--- src/rtl/time_entry_ctrl_if.sv ---
// Keypad-to-time-load bus: key decoder inputs plus the buffered digits,
// load strobes and status driven by the time-entry controller.
interface time_entry_ctrl_if;
    logic [3:0] key;
    logic       key_valid;
    logic [3:0] key_ms_hr;
    logic [3:0] key_ls_hr;
    logic [3:0] key_ms_min;
    logic [3:0] key_ls_min;
    logic       load_new_c;
    logic       load_new_a;
    logic       show_new_time;
    logic       entry_error;

    // Controller side: consumes keys, drives digits and strobes.
    modport master (
        input  key, key_valid,
        output key_ms_hr, key_ls_hr, key_ms_min, key_ls_min,
        output load_new_c, load_new_a, show_new_time, entry_error
    );

    // Environment side: supplies keys, consumes digits and strobes.
    modport slave (
        output key, key_valid,
        input  key_ms_hr, key_ls_hr, key_ms_min, key_ls_min,
        input  load_new_c, load_new_a, show_new_time, entry_error
    );
endinterface

--- src/rtl/time_entry_ctrl.sv ---
// Keypad time-entry controller: shifts digits into an HH:MM buffer,
// range-checks on TIME/ALARM and issues a one-cycle load strobe.
module time_entry_ctrl #(
    parameter int TIMEOUT_SECS = 10
) (
    input  logic              clk,
    input  logic              reset,
    input  logic              one_second,
    time_entry_ctrl_if.master bus
);
    localparam int TW = $clog2(TIMEOUT_SECS + 1);
    localparam logic [TW-1:0] TIMEOUT_W = TW'(TIMEOUT_SECS);

    localparam logic [3:0] KEY_TIME  = 4'hA;
    localparam logic [3:0] KEY_ALARM = 4'hB;

    typedef enum logic [0:0] {IDLE = 1'b0, ENTRY = 1'b1} state_t;

    state_t        state_q, state_d;
    logic [TW-1:0] timer_q, timer_d;
    logic [3:0]    ms_hr_q, ms_hr_d;
    logic [3:0]    ls_hr_q, ls_hr_d;
    logic [3:0]    ms_min_q, ms_min_d;
    logic [3:0]    ls_min_q, ls_min_d;
    logic          load_c_q, load_c_d;
    logic          load_a_q, load_a_d;
    logic          err_q, err_d;
    logic          show_q, show_d;

    logic          is_digit_s;
    logic          time_ok_s;

    // A buffered time is legal when it lies in 00:00..23:59.
    function automatic logic time_ok(input logic [3:0] mh, input logic [3:0] lh,
                                     input logic [3:0] mm);
        return (mh <= 4'd2) && ((mh < 4'd2) || (lh <= 4'd3)) && (mm <= 4'd5);
    endfunction

    assign is_digit_s = (bus.key <= 4'd9);
    assign time_ok_s  = time_ok(ms_hr_q, ls_hr_q, ms_min_q);

    // Next-state, buffer, timer and strobe decode.
    always_comb begin
        state_d  = state_q;
        timer_d  = timer_q;
        ms_hr_d  = ms_hr_q;
        ls_hr_d  = ls_hr_q;
        ms_min_d = ms_min_q;
        ls_min_d = ls_min_q;
        load_c_d = 1'b0;
        load_a_d = 1'b0;
        err_d    = 1'b0;
        case (state_q)
            IDLE: begin
                if (bus.key_valid && is_digit_s) begin
                    ms_hr_d  = 4'd0;
                    ls_hr_d  = 4'd0;
                    ms_min_d = 4'd0;
                    ls_min_d = bus.key;
                    timer_d  = '0;
                    state_d  = ENTRY;
                end else begin
                    state_d = IDLE;
                end
            end
            ENTRY: begin
                if (bus.key_valid) begin
                    if (is_digit_s) begin
                        ms_hr_d  = ls_hr_q;
                        ls_hr_d  = ms_min_q;
                        ms_min_d = ls_min_q;
                        ls_min_d = bus.key;
                        timer_d  = '0;
                    end else if ((bus.key == KEY_TIME) || (bus.key == KEY_ALARM)) begin
                        // Buffer is kept so the consumer sees digits with the strobe.
                        if (time_ok_s) begin
                            load_c_d = (bus.key == KEY_TIME);
                            load_a_d = (bus.key == KEY_ALARM);
                        end else begin
                            err_d = 1'b1;
                        end
                        timer_d = '0;
                        state_d = IDLE;
                    end else begin
                        // Codes C..F: ignored, timer keeps running.
                        state_d = ENTRY;
                    end
                end else if (one_second) begin
                    if ((timer_q + TW'(1)) == TIMEOUT_W) begin
                        ms_hr_d  = 4'd0;
                        ls_hr_d  = 4'd0;
                        ms_min_d = 4'd0;
                        ls_min_d = 4'd0;
                        timer_d  = '0;
                        state_d  = IDLE;
                    end else begin
                        timer_d = timer_q + TW'(1);
                    end
                end else begin
                    state_d = ENTRY;
                end
            end
            default: begin
                state_d = IDLE;
                timer_d = '0;
            end
        endcase
        show_d = (state_d == ENTRY);
    end

    // State, buffer and registered outputs.
    always_ff @(posedge clk or posedge reset) begin
        if (reset) begin
            state_q  <= IDLE;
            timer_q  <= '0;
            ms_hr_q  <= 4'd0;
            ls_hr_q  <= 4'd0;
            ms_min_q <= 4'd0;
            ls_min_q <= 4'd0;
            load_c_q <= 1'b0;
            load_a_q <= 1'b0;
            err_q    <= 1'b0;
            show_q   <= 1'b0;
        end else begin
            state_q  <= state_d;
            timer_q  <= timer_d;
            ms_hr_q  <= ms_hr_d;
            ls_hr_q  <= ls_hr_d;
            ms_min_q <= ms_min_d;
            ls_min_q <= ls_min_d;
            load_c_q <= load_c_d;
            load_a_q <= load_a_d;
            err_q    <= err_d;
            show_q   <= show_d;
        end
    end

    assign bus.key_ms_hr     = ms_hr_q;
    assign bus.key_ls_hr     = ls_hr_q;
    assign bus.key_ms_min    = ms_min_q;
    assign bus.key_ls_min    = ls_min_q;
    assign bus.load_new_c    = load_c_q;
    assign bus.load_new_a    = load_a_q;
    assign bus.show_new_time = show_q;
    assign bus.entry_error   = err_q;
endmodule

--- src/flat_wrapper.sv ---
// flat-port wrapper written by rule: the top's interface ports become plain ports
module time_entry_ctrl_flat 
#(
    parameter int TIMEOUT_SECS = 10
)
  (clk, reset, one_second, bus_key, bus_key_valid, bus_key_ms_hr, bus_key_ls_hr, bus_key_ms_min, bus_key_ls_min, bus_load_new_c, bus_load_new_a, bus_show_new_time, bus_entry_error);
  time_entry_ctrl_if bus_i ();
  input  logic clk;
  input  logic reset;
  input  logic one_second;
  input wire logic [$bits(bus_i.key)-1:0] bus_key;
  input wire logic [$bits(bus_i.key_valid)-1:0] bus_key_valid;
  output wire logic [$bits(bus_i.key_ms_hr)-1:0] bus_key_ms_hr;
  output wire logic [$bits(bus_i.key_ls_hr)-1:0] bus_key_ls_hr;
  output wire logic [$bits(bus_i.key_ms_min)-1:0] bus_key_ms_min;
  output wire logic [$bits(bus_i.key_ls_min)-1:0] bus_key_ls_min;
  output wire logic [$bits(bus_i.load_new_c)-1:0] bus_load_new_c;
  output wire logic [$bits(bus_i.load_new_a)-1:0] bus_load_new_a;
  output wire logic [$bits(bus_i.show_new_time)-1:0] bus_show_new_time;
  output wire logic [$bits(bus_i.entry_error)-1:0] bus_entry_error;
  assign bus_i.key = bus_key;
  assign bus_i.key_valid = bus_key_valid;
  assign bus_key_ms_hr = bus_i.key_ms_hr;
  assign bus_key_ls_hr = bus_i.key_ls_hr;
  assign bus_key_ms_min = bus_i.key_ms_min;
  assign bus_key_ls_min = bus_i.key_ls_min;
  assign bus_load_new_c = bus_i.load_new_c;
  assign bus_load_new_a = bus_i.load_new_a;
  assign bus_show_new_time = bus_i.show_new_time;
  assign bus_entry_error = bus_i.entry_error;
  time_entry_ctrl #(.TIMEOUT_SECS(TIMEOUT_SECS)) u_core (.clk(clk), .reset(reset), .one_second(one_second), .bus(bus_i));
endmodule
--- config.mk ---
export PLATFORM = sky130hd
export DESIGN_NAME = time_entry_ctrl_flat
export DESIGN_NICKNAME = d
export VERILOG_FILES = /design/src/rtl/time_entry_ctrl_if.sv /design/src/rtl/time_entry_ctrl.sv /design/src/flat_wrapper.sv
export SDC_FILE = /design/constraint.sdc
export NUM_CORES = 1
export LEC_CHECK = 0
export CAP_MARGIN = 15
export CELL_PAD_IN_SITES_DETAIL_PLACEMENT = 0
export CELL_PAD_IN_SITES_GLOBAL_PLACEMENT = 2
export CORE_MARGIN = 10
export CORE_UTILIZATION = 33
export CTS_CLUSTER_SIZE = 20
export DETAILED_ROUTE_END_ITERATION = 10
export GPL_TIMING_DRIVEN = 0
export MAX_ROUTING_LAYER = met4
export PLACE_DENSITY = 0.92
export SLEW_MARGIN = 40
export SYNTH_ARGS = -nofsm -noshare
export SYNTH_HDL_FRONTEND = slang
export SYNTH_SLANG_ARGS = --single-unit
--- constraint.sdc ---
create_clock -name clk -period 5.1 [get_ports clk]
set_input_delay 0.765 -clock clk [delete_from_list [all_inputs] [get_ports clk]]
set_output_delay 0.765 -clock clk [all_outputs]
set_load 0.005 [all_outputs]
; Yosys cells after proc, flatten, opt, wreduce, memory -nomap -nowiden
; Cells that the tools add are included.
[word_totals]
regBits = 24
output_inout_bits = 20
inputBits = 8
word_cells = 75
[classes]
n_addsub = 1
bitwise = 1
magnitude_cmp = 5
eq_ne = 8
n_mux = 44
n_reduce_logical = 7
[op_table]
columns = op, count
row1 = $mux W4, 17
row2 = $pmux W4 S2, 5
row3 = $mux W1, 21
row4 = $eq A4 B4 Y1 const B, 3
row5 = $ne A3 B3 Y1 const B, 3
row6 = $le A4 B2 Y1 const B, 2
row7 = $add A4 B1 Y4 const B, 1
row8 = $le A4 B3 Y1 const B, 1
row9 = $le A4 B4 Y1 const B, 1
row10 = $lt A4 B2 Y1 const B, 1
row11 = $ne A4 B4 Y1 const B, 1
row12 = $reduce_and A4 Y1, 1
row13 = $logic_and A1 B1 Y1, 3
row14 = $reduce_and A3 Y1, 1
row15 = $logic_or A1 B1 Y1, 2
row16 = $ne A2 B1 Y1 const B, 1
row17 = $pmux W1 S2, 1
row18 = $not A1 Y1, 1

; Logic depth before layout (Yosys ltp)
; Gate-level depths: netlist of the first run.
[logic_depth]
depth_word = 9
ltp_mapped = 7
ltp_nobuf = 6

; Least setup slack after synthesis of the first run
; OpenSTA, ideal clock, no wires.
[synth_path]
kind = input -> register
start = in bus_key_valid
end = reg u_core.ls_hr_q[2] (netlist: u_core.bus.key_ls_hr[2])
setup_time_ns = 0.121
path_buffers = 2
cell_stages = 6
setup_slack_ns = 3.234
t_arrival_ns = 1.745
cell_sequence = buf_6 nand3b_2 nor2_2 a211oi_4 buf_4 a22o_1
[synth_between]
elab_chain_cells = 3
word_cells_on_any_way = 8
[synth_rtl]
columns = item, line_no
row1 = start: declaration, flat_wrapper.sv:12  ; input wire logic [$bits(bus_i.key_valid)-1:0] bus_key_valid;
row2 = $logic_and A1 B1 Y1, time_entry_ctrl.sv:55  ; if (bus.key_valid && is_digit_s) begin
row3 = $ne A2 B1 Y1 (no source line), --
row4 = $reduce_and A4 Y1 (no source line), --
row5 = end signal: assignment, time_entry_ctrl.sv:128  ; ls_hr_q <= ls_hr_d;
row6 = end: declaration, time_entry_ctrl.sv:22  ; logic [3:0] ls_hr_q, ls_hr_d;
; Several ways; a longest one is shown, not always the timed one.
; A chain may end at the register's enable or synchronous reset.

==> results of run 1 <==
[per-stage QoR]
stage / area, sq um / instances / setup slack [ns] / util, %
after floorplan: 1130 / 97 / 3.23 / -
after global routing: 1480 / 173 / 2.84 / 44.7
final: 1480 / 173 / 2.98 / 44.7
after global placement: 1440 / 169 / 2.70 / 43.6
after CTS: 1480 / 173 / 2.96 / 44.7
after detailed placement: 1440 / 169 / 2.67 / 43.6
[placed cells by master (no fill, tap or decap), types with 2 or more instances in the layout]
master                            instances
sky130_fd_sc_hd__or3_1                    2
sky130_fd_sc_hd__clkdlybuf4s50_1         26
sky130_fd_sc_hd__nand3_1                  3
sky130_fd_sc_hd__nor2_2                   2
sky130_fd_sc_hd__inv_1                    3
sky130_fd_sc_hd__a22o_1                  14
sky130_fd_sc_hd__ha_1                     2
sky130_fd_sc_hd__dfrtp_1                 24
sky130_fd_sc_hd__o21ai_0                  5
sky130_fd_sc_hd__nand2_1                  8
sky130_fd_sc_hd__nor2_1                   5
sky130_fd_sc_hd__nand2b_1                 4
sky130_fd_sc_hd__clkbuf_4                 3
[cell type report]
cell class	count	area, sq um	area share (%)
multi-input combinational	66	487	32.9
clock buffer	4	36.3	2.45
buffer	3	23.8	1.61
tap	46	57.6	3.89
timing repair buffer	26	260	17.6
sequential	24	601	40.6
inverter	4	15.0	1.01
[where the power goes]
group / internal (mW) / leakage (nW) / switching [mW] / total, mW
clock: 0.0435 / 0.0210 / 0.0542 / 0.0977
sequential: 0.209 / 0.321 / 0.0195 / 0.228
combinational: 0.0555 / 0.305 / 0.0375 / 0.0930
total: 0.308 / 0.647 / 0.111 / 0.419
[worst reg2reg max path, delay by kind of cell (launching register included)]
family                     cells  cell delay, ns
DFF                            1            0.46
adders and majority gates      1            0.28
AOI/OAI and AO/OA              2            0.32
and+or+nand+nor                2            0.64
[worst max path at each step]
stage / from / to / slack [ns] / cells past startpoint
3_5_place_dp: bus_key[1] / u_core.bus.key_ms_hr[1] / 2.67 / 6
4_1_cts: u_core.state_q / bus_show_new_time / 2.96 / 1
5_1_grt: bus_key[1] / u_core.bus.key_ms_hr[1] / 2.84 / 6
2_1_floorplan: bus_key_valid / u_core.bus.key_ls_hr[2] / 3.23 / 6
6_report: u_core.state_q / bus_show_new_time / 2.98 / 1
3_3_place_gp: bus_key[3] / u_core.bus.key_ms_min[0] / 2.70 / 6
[registers in the layout, summed over array words and instances (netlist names)]
name / flops
u_core.bus.key_ls_min: 4
u_core.bus.entry_error: 1
u_core.bus.load_new_c: 1
u_core.bus.key_ms_min: 4
u_core.bus.load_new_a: 1
u_core.timer_q: 4
u_core.state_q: 1
u_core.bus.key_ms_hr: 4
u_core.bus.key_ls_hr: 4
[layer usage]
layer	global-route usage [%]	up-vias	part of all wire (%)
li1	-	419	-
met3	3.30	2	8.1
met1	10.7	413	45
met2	13.6	25	46
met5	-	-	0
met4	1.61	0	0.53
[kinds of logic (layout without fill, tap and decap cells)]
family	count (synthesis)	in the layout	synth area share [%]
DFF	24	24	53.3
xor gates and xnor gates	2	2	1.56
adders and majority gates	2	2	2.22
AOI/OAI and AO/OA	31	31	23.9
and+or+nand+nor	31	31	15.6
buffers and inverters	7	37	3.44
==> results.md, run 1 <==
Clock tree:
- The number of levels the H-tree was split into is 1.
- Buffers inserted to repair hold after CTS numbered 0.
- The number of setup buffers added after CTS is 0.
- In this run, post-CTS repair resized a total of 0 instances.
- The number of buffers on the longest clock path is 2.
- The root buffer cell is sky130_fd_sc_hd__clkbuf_4.
- After clock tree synthesis, the clock-pin slew on the worst setup and hold paths is 0.13 ns.
- The insertion delay of the later-clocked pin in the worst-skew pair is 0.31 ns.
- The number of sinks handled by clock tree synthesis is 24.
- TritonCTS built the clock tree.
- The total CTS buffers is 3.

Detailed routing:
- The remaining antenna violation count is 0.
- The detailed-router iteration count before antenna repair is 4.
- The final routed DRC violation total is 0.
- After detailed routing, the average wire length per cell comes to 14.3 um.
- In this run, the number of DRC markers left after iteration 0 of detailed routing was 47.
- The total wire length after detailed routing is 2470 um.
- Using the TritonRoute via totals, the vias-per-cell ratio works out to 4.97.
- The final route contains 859 vias.

Final layout:
- After filler insertion, the fill cell instance count of the layout stands at 338.
- After the last flow step, the layout net total stands at 138.
- The repair_antennas step left the layout with diodes totalling 0.
- The share of layout cells above drive strength 1 is 14.2%.
- The area overhead of the layout relative to synthesis is 31.4%.

Power:
- The power consumption is 0.419 mW.
- The power density normalized to cell area is 283 nW/um^2.
- The leakage power is 0.647 nW.
- VDD sags by at most 100 uV.

Setup path:
- Across all register-to-register paths, the minimum setup slack is 3.34 ns.
- At the worst endpoint, the arrival time is 1.35 ns.
- The slowest stage of the critical path is the sky130_fd_sc_hd__clkdlybuf4s50_1 cell.
- In this run the worst path has a maximum fanout of 7.
- The kind of capture point of the worst setup path is a primary output.
- The required time of the critical path is 4.34 ns.
- The critical path launch point type is a flip-flop.
- The start of the worst register-to-register path is u_core.timer_q[0].
- The signal on the critical path passes through clkdlybuf4s50_1.
- The endpoint identified for the worst register-to-register timing path is u_core.timer_q[3].
- The cell family with the largest share of critical-path delay is buffers and inverters.
- The largest single stage delay on the critical path is 0.55 ns.
- Counting both buffers and inverters, the worst setup path holds a total of 1.
- The worst-case reg-to-reg path depth is 5.
- The worst setup path is of the flip-flop to primary output kind.

Synth:
- The number of synthesis warnings is 0.
- The cell with the most instances after synthesis is sky130_fd_sc_hd__dfrtp_1.
- Sorting the synthesized cells by how often they occur yields 24 x sky130_fd_sc_hd__dfrtp_1, 14 x sky130_fd_sc_hd__a22o_1, 8 x sky130_fd_sc_hd__nand2_1.
- The share of async-settable or async-resettable flops after synthesis is 100%.
- The mapped cell area is 1130 sq um.
- The number of different library cells in the post-synthesis netlist is 35.
- The count of flip-flops with a built-in enable after synthesis is 0.
- The top cell type's share of synthesized area is 53.3%.
- Of the synthesized area, sequential elements account for 53.3%.
- Summed over all instances, the cell type with the most area after synthesis is sky130_fd_sc_hd__dfrtp_1.
- The synthesized area per cell is 11.6 sq um.
- In this run, synthesis produced a sequential element count of 24.
- The number of nets in the synthesized netlist is 107.
- The dominant synthesized flop cell is sky130_fd_sc_hd__dfrtp_1.
- Sorting the synthesized cells by area gives the leading types as sky130_fd_sc_hd__dfrtp_1 53%, sky130_fd_sc_hd__a22o_1 11%, sky130_fd_sc_hd__nand2_1 2.7%.
- The synthesized instance count is 97.

Global routing:
- The initial antenna violation count was 0.
- The first global-routing pass estimated 4410 um of wire.
- Global routing used 8.75% of the available tracks across all layers.
- The total overflow left after global routing is 0.
- The number of global-route vias before repair is 874.
- Entering global routing, the biggest net connects 25 pins.

Floorplanning:
- The core region is 3310 sq um.
- The floorplan step set the die width to 78.4 um.
- The number of I/O pins is 28.
- The initialized floorplan defines 21 standard-cell rows.
- The floorplan step defined a die boundary enclosing 6150 sq um.
- For this configuration, the core starts out at a cell density of 34.0%.
- The floorplan step set the die height to 78.4 um.

Min path:
- The min-delay analysis places its worst path in the category flip-flop to flip-flop.
- The number of cells on the worst hold path is 1.
- The source of the worst hold timing path is u_core.bus.key_ms_hr[2].
- The worst hold path endpoint is u_core.bus.key_ms_hr[2].

STA:
- The number of hold violations in the final report is 0.
- Measured against its own limit, the worst slew margin works out to 66.6%.
- The tightest hold path in the finished design has a slack of 0.529 ns.
- Setup repair after global routing left no endpoint under its margin.
- The worst path needs 2.12 ns of the cycle, external delays included.
- The count of final max-slew check failures is 0.
- The final setup TNS is 0 ns.
- Setup violations remaining at the end of the flow were counted as 0.
- At the pin with the least slew margin, the transition time is 0.500 ns.
- The setup clock skew after layout is 0.00872 ns.
- The highest clock rate is 473 MHz.
- The post-route fraction of the period consumed by the critical path is 41.5%.

Run:
- Max-cap violations in this run came to 0.

Place:
- The number of buffer cells added on primary ports is 26.
- Once detailed placement completed, the half-perimeter wirelength came to 1940 um.
- Routability-driven placement finished with a final weighted congestion of 0.751.

Status:
- The flow ran to the end, and the final reports show no timing, DRC or antenna violations.
Power figures use the tool's default switching activity.
==> inputs of run 2 (changes only) <==
--- a/config.mk
+++ b/config.mk
@@ -9,12 +9,12 @@
 export CELL_PAD_IN_SITES_DETAIL_PLACEMENT = 0
 export CELL_PAD_IN_SITES_GLOBAL_PLACEMENT = 2
 export CORE_MARGIN = 10
-export CORE_UTILIZATION = 33
+export CORE_UTILIZATION = 27
 export CTS_CLUSTER_SIZE = 20
 export DETAILED_ROUTE_END_ITERATION = 10
 export GPL_TIMING_DRIVEN = 0
 export MAX_ROUTING_LAYER = met4
-export PLACE_DENSITY = 0.92
+export PLACE_DENSITY = 0.82
 export SLEW_MARGIN = 40
 export SYNTH_ARGS = -nofsm -noshare
 export SYNTH_HDL_FRONTEND = slang
==> constraint.sdc (replaced) <==
create_clock -name clk -period 1.7 [get_ports clk]
set_input_delay 0.255 -clock clk [delete_from_list [all_inputs] [get_ports clk]]
set_output_delay 0.255 -clock clk [all_outputs]
set_load 0.005 [all_outputs]
==> results.md, run 2 (synthesis results as in run 1) <==
STA:
- The final setup TNS is 0 ns (unchanged).
- The highest clock rate is 595 MHz.
- The post-route fraction of the period consumed by the critical path is 98.9%.
- The worst slew margin relative to its limit came to 66.2% (-0.36 points).
- The worst-margin pin slew was 0.506 ns (+0.00543 ns).
- The setup clock skew after layout is 0.00218 ns (-0.00654 ns).
- The setup violation total in the final timing report is 0 (unchanged).
- The count of final max-slew check failures is 0 (unchanged).
- The shortest clock period the worst path allows after layout is 1.68 ns.
- Setup repair after global routing could not meet its margin everywhere.
- The number of hold violations in the final report is 0 (unchanged).

Place:
- The routability congestion estimate came to 0.810 (+7.9%).
- The placed instance area is 1450 sq um (+0.35%).
- The number of buffer cells added on primary ports is 26 (unchanged).
- The number of placed instances, taps included is 173 (+2.4%).
- The HPWL reported at the end of detailed placement is 2110 um (+8.8%).

Clock tree:
- The number of levels the H-tree was split into is 1 (unchanged).
- The total of hold buffers inserted after clock tree synthesis is 0 (unchanged).
- The number of sinks handled by clock tree synthesis was 24 (unchanged).
- The clock-pin slew on the worst setup and hold paths was 0.08 ns (-0.05 ns).
- The total CTS buffers was 3 (unchanged).
- The root buffer cell is sky130_fd_sc_hd__clkbuf_8.
- The number of buffers on the longest clock path is 2 (unchanged).
- TritonCTS built the clock tree.
- The insertion delay of the later-clocked pin in the worst-skew pair came to 0.27 ns (-0.04 ns).

Detailed routing:
- In this run the top signal layer used is met4.
- The detail-routed net length per standard cell was 15.4 um (+7.7%).
- The via count came to 884 (+2.9%).
- The number of design-rule violations left by the first detailed-router iteration is 43 (-8.5%).
- The remaining antenna violation count is 0 (unchanged).
- The final routed DRC violation total is 0 (unchanged).
- The amount of wire on met3 after detailed routing is 231 um (+16%).
- The detailed-router iteration count before antenna repair came to 4 (unchanged).
- The total wire length after detailed routing is 2770 um (+12%).
- The via count normalized by instance count is 4.91 (-1.1%).
- The routed length on met2 is 1340 um (+17%).
- The wire length the detailed router placed on met1 is 1160 um (+4.7%).

Floorplanning:
- The effective utilization at floorplan is 28.0% (-6.1 points).
- The count of standard-cell rows came to 23 (+9.5%).
- The die area was 7150 sq um (+16%).
- The number of I/O pins is 28 (unchanged).
- The die width was 84.6 um (+7.9%).
- The die extent in y came to 84.6 um (+7.9%).
- The core footprint is 4030 sq um (+22%).

Setup path:
- The start of the worst register-to-register path is u_core.timer_q[0].
- STA classifies the critical path endpoint as a flip-flop.
- The setup slack of the most critical reg-to-reg path is 0.02 ns (-3.32 ns).
- The critical path launch point type is a flip-flop.
- The highest cell delay on the worst timing path is 0.48 ns (-0.07 ns).
- The cell with the largest stage delay on the worst path is sky130_fd_sc_hd__or4_4.
- The critical path goes through ha_2, nand2b_1, a31o_1, or4_4, o211ai_2.
- The required time of the critical path came to 1.90 ns (-2.44 ns).
- The arrival time at the worst endpoint is 1.88 ns (+0.53 ns).
- The cell family with the largest share of critical-path delay is simple AND/OR/NAND/NOR gates.
- The most critical setup path has its startpoint at u_core.timer_q[0].
- The startpoint-to-endpoint class of the critical path is flip-flop to flip-flop.
- The maximum net fanout on the critical path is 5 (-2).
- The worst path buffer plus inverter count was 0 (-1).

Final layout:
- Leaving out fill and tap cells, the most frequent cell in the layout is sky130_fd_sc_hd__clkdlybuf4s50_1.
- The post-layout instance count excluding filler cells is 180 (+4.0%).
- The share of layout cells above drive strength 1 came to 18.5% (+4.3 points).
- The final-stage net count is 141 (+2.2%).
- The number of antenna cells inserted was 0 (unchanged).
- The final cell utilization of the core is 38.9% (-5.8 points).
- In the layout the commonest cells are 26 x sky130_fd_sc_hd__clkdlybuf4s50_1, 24 x sky130_fd_sc_hd__dfrtp_1, 14 x sky130_fd_sc_hd__a22o_1.
- The final cell area excluding filler cells is 1570 sq um (+6.0%).
- The area overhead of the layout relative to synthesis is 39.3%.

Min path:
- The worst hold path belongs to the class primary input to flip-flop.
- The source of the worst hold timing path is bus_key_valid.

Global routing:
- The total routing usage reported by global routing came to 8.10% (-0.65 points).
- The maximum number of pins on one net before global-route repair is 25 (unchanged).
- The wire length of the first global-routing pass is 4700 um (+6.6%).
- The number of global-route vias before repair is 933 (+6.8%).
- The total congestion overflow is 0 (unchanged).
- The initial antenna violation count was 0 (unchanged).

Run:
- The max-cap violation count is 0 (unchanged).

Power:
- The leakage power is 0.672 nW (+3.9%).
- The maximum ir drop on the vdd rail was 349 uV (+250%).
- The power consumption came to 1.48 mW (+250%).
- The power density normalized to cell area is 945 nW/um^2 (+230%).

Status:
- The run finished with clean final reports.
-- run 2: cell types whose count changed in the layout (fill, tap and decap cells not counted), sizes merged --
cell / change
clkbuf: -1
bufinv: +1
buf: +3
-- run 2: metrics by stage --
step / hold slack [ns] / setup slack, ns
after floorplan: 0.270 / 0.0594
after global placement: 0.501 / -0.207
after detailed placement: 0.509 / -0.217
after CTS: 0.293 / 0.0157
after global routing: 0.314 / -0.00934
final: 0.299 / 0.0189
-- run 2: final timing paths --
| path | end | cells after the start |
|---|---|---|
| max | u_core.timer_q[3] | 5 |
| min | u_core.bus.key_ls_min[3] | 3 |
| max reg2reg | u_core.timer_q[3] | 5 |
| min reg2reg | u_core.bus.key_ms_min[0] | 1 |
| max in group asynchronous | u_core.bus.load_new_a | 2 |
| min in group asynchronous | u_core.bus.key_ms_min[1] | 2 |
-- run 2: routing by layer --
layer,GRT usage [%],vias up
met4,3.14,0
li1,-,430
met1,9.22,428
met2,12.4,22
met3,3.29,4
met5,-,-
-- run 2: repair_timing --
action | CTS | global route
pin swaps | 0 | 5
gates cloned | 0 | 0
setup buffers | 1 | 2
resized for setup | 1 | 3
endpoints found under the setup margin | 11 | 11
hold endpoints to repair | 0 | 0
-- run 2: cell type report --
cell class	instances	area (sq um)
fill	403	2460
clock inverter	1	30.0
buffer	3	23.8
clock buffer	3	41.3
timing repair buffer	29	283
multi-input combinational	66	513
sequential	24	601
inverter	4	15.0
tap	50	62.6
-- run 2: worst register-to-register path, cell delays in order, from the launching register on --
cell and delay, ns:
sky130_fd_sc_hd__dfrtp_1 0.44, sky130_fd_sc_hd__ha_2 0.24, sky130_fd_sc_hd__nand2b_1 0.15, sky130_fd_sc_hd__a31o_1 0.22, sky130_fd_sc_hd__or4_4 0.48, sky130_fd_sc_hd__o211ai_2 0.07
-- run 2: power breakdown --
group / internal [mW] / leakage [nW] / switching (mW)
registers: 0.627 / 0.321 / 0.0620
logic: 0.178 / 0.316 / 0.119
clock network: 0.315 / 0.0357 / 0.182
total: 1.12 / 0.672 / 0.363
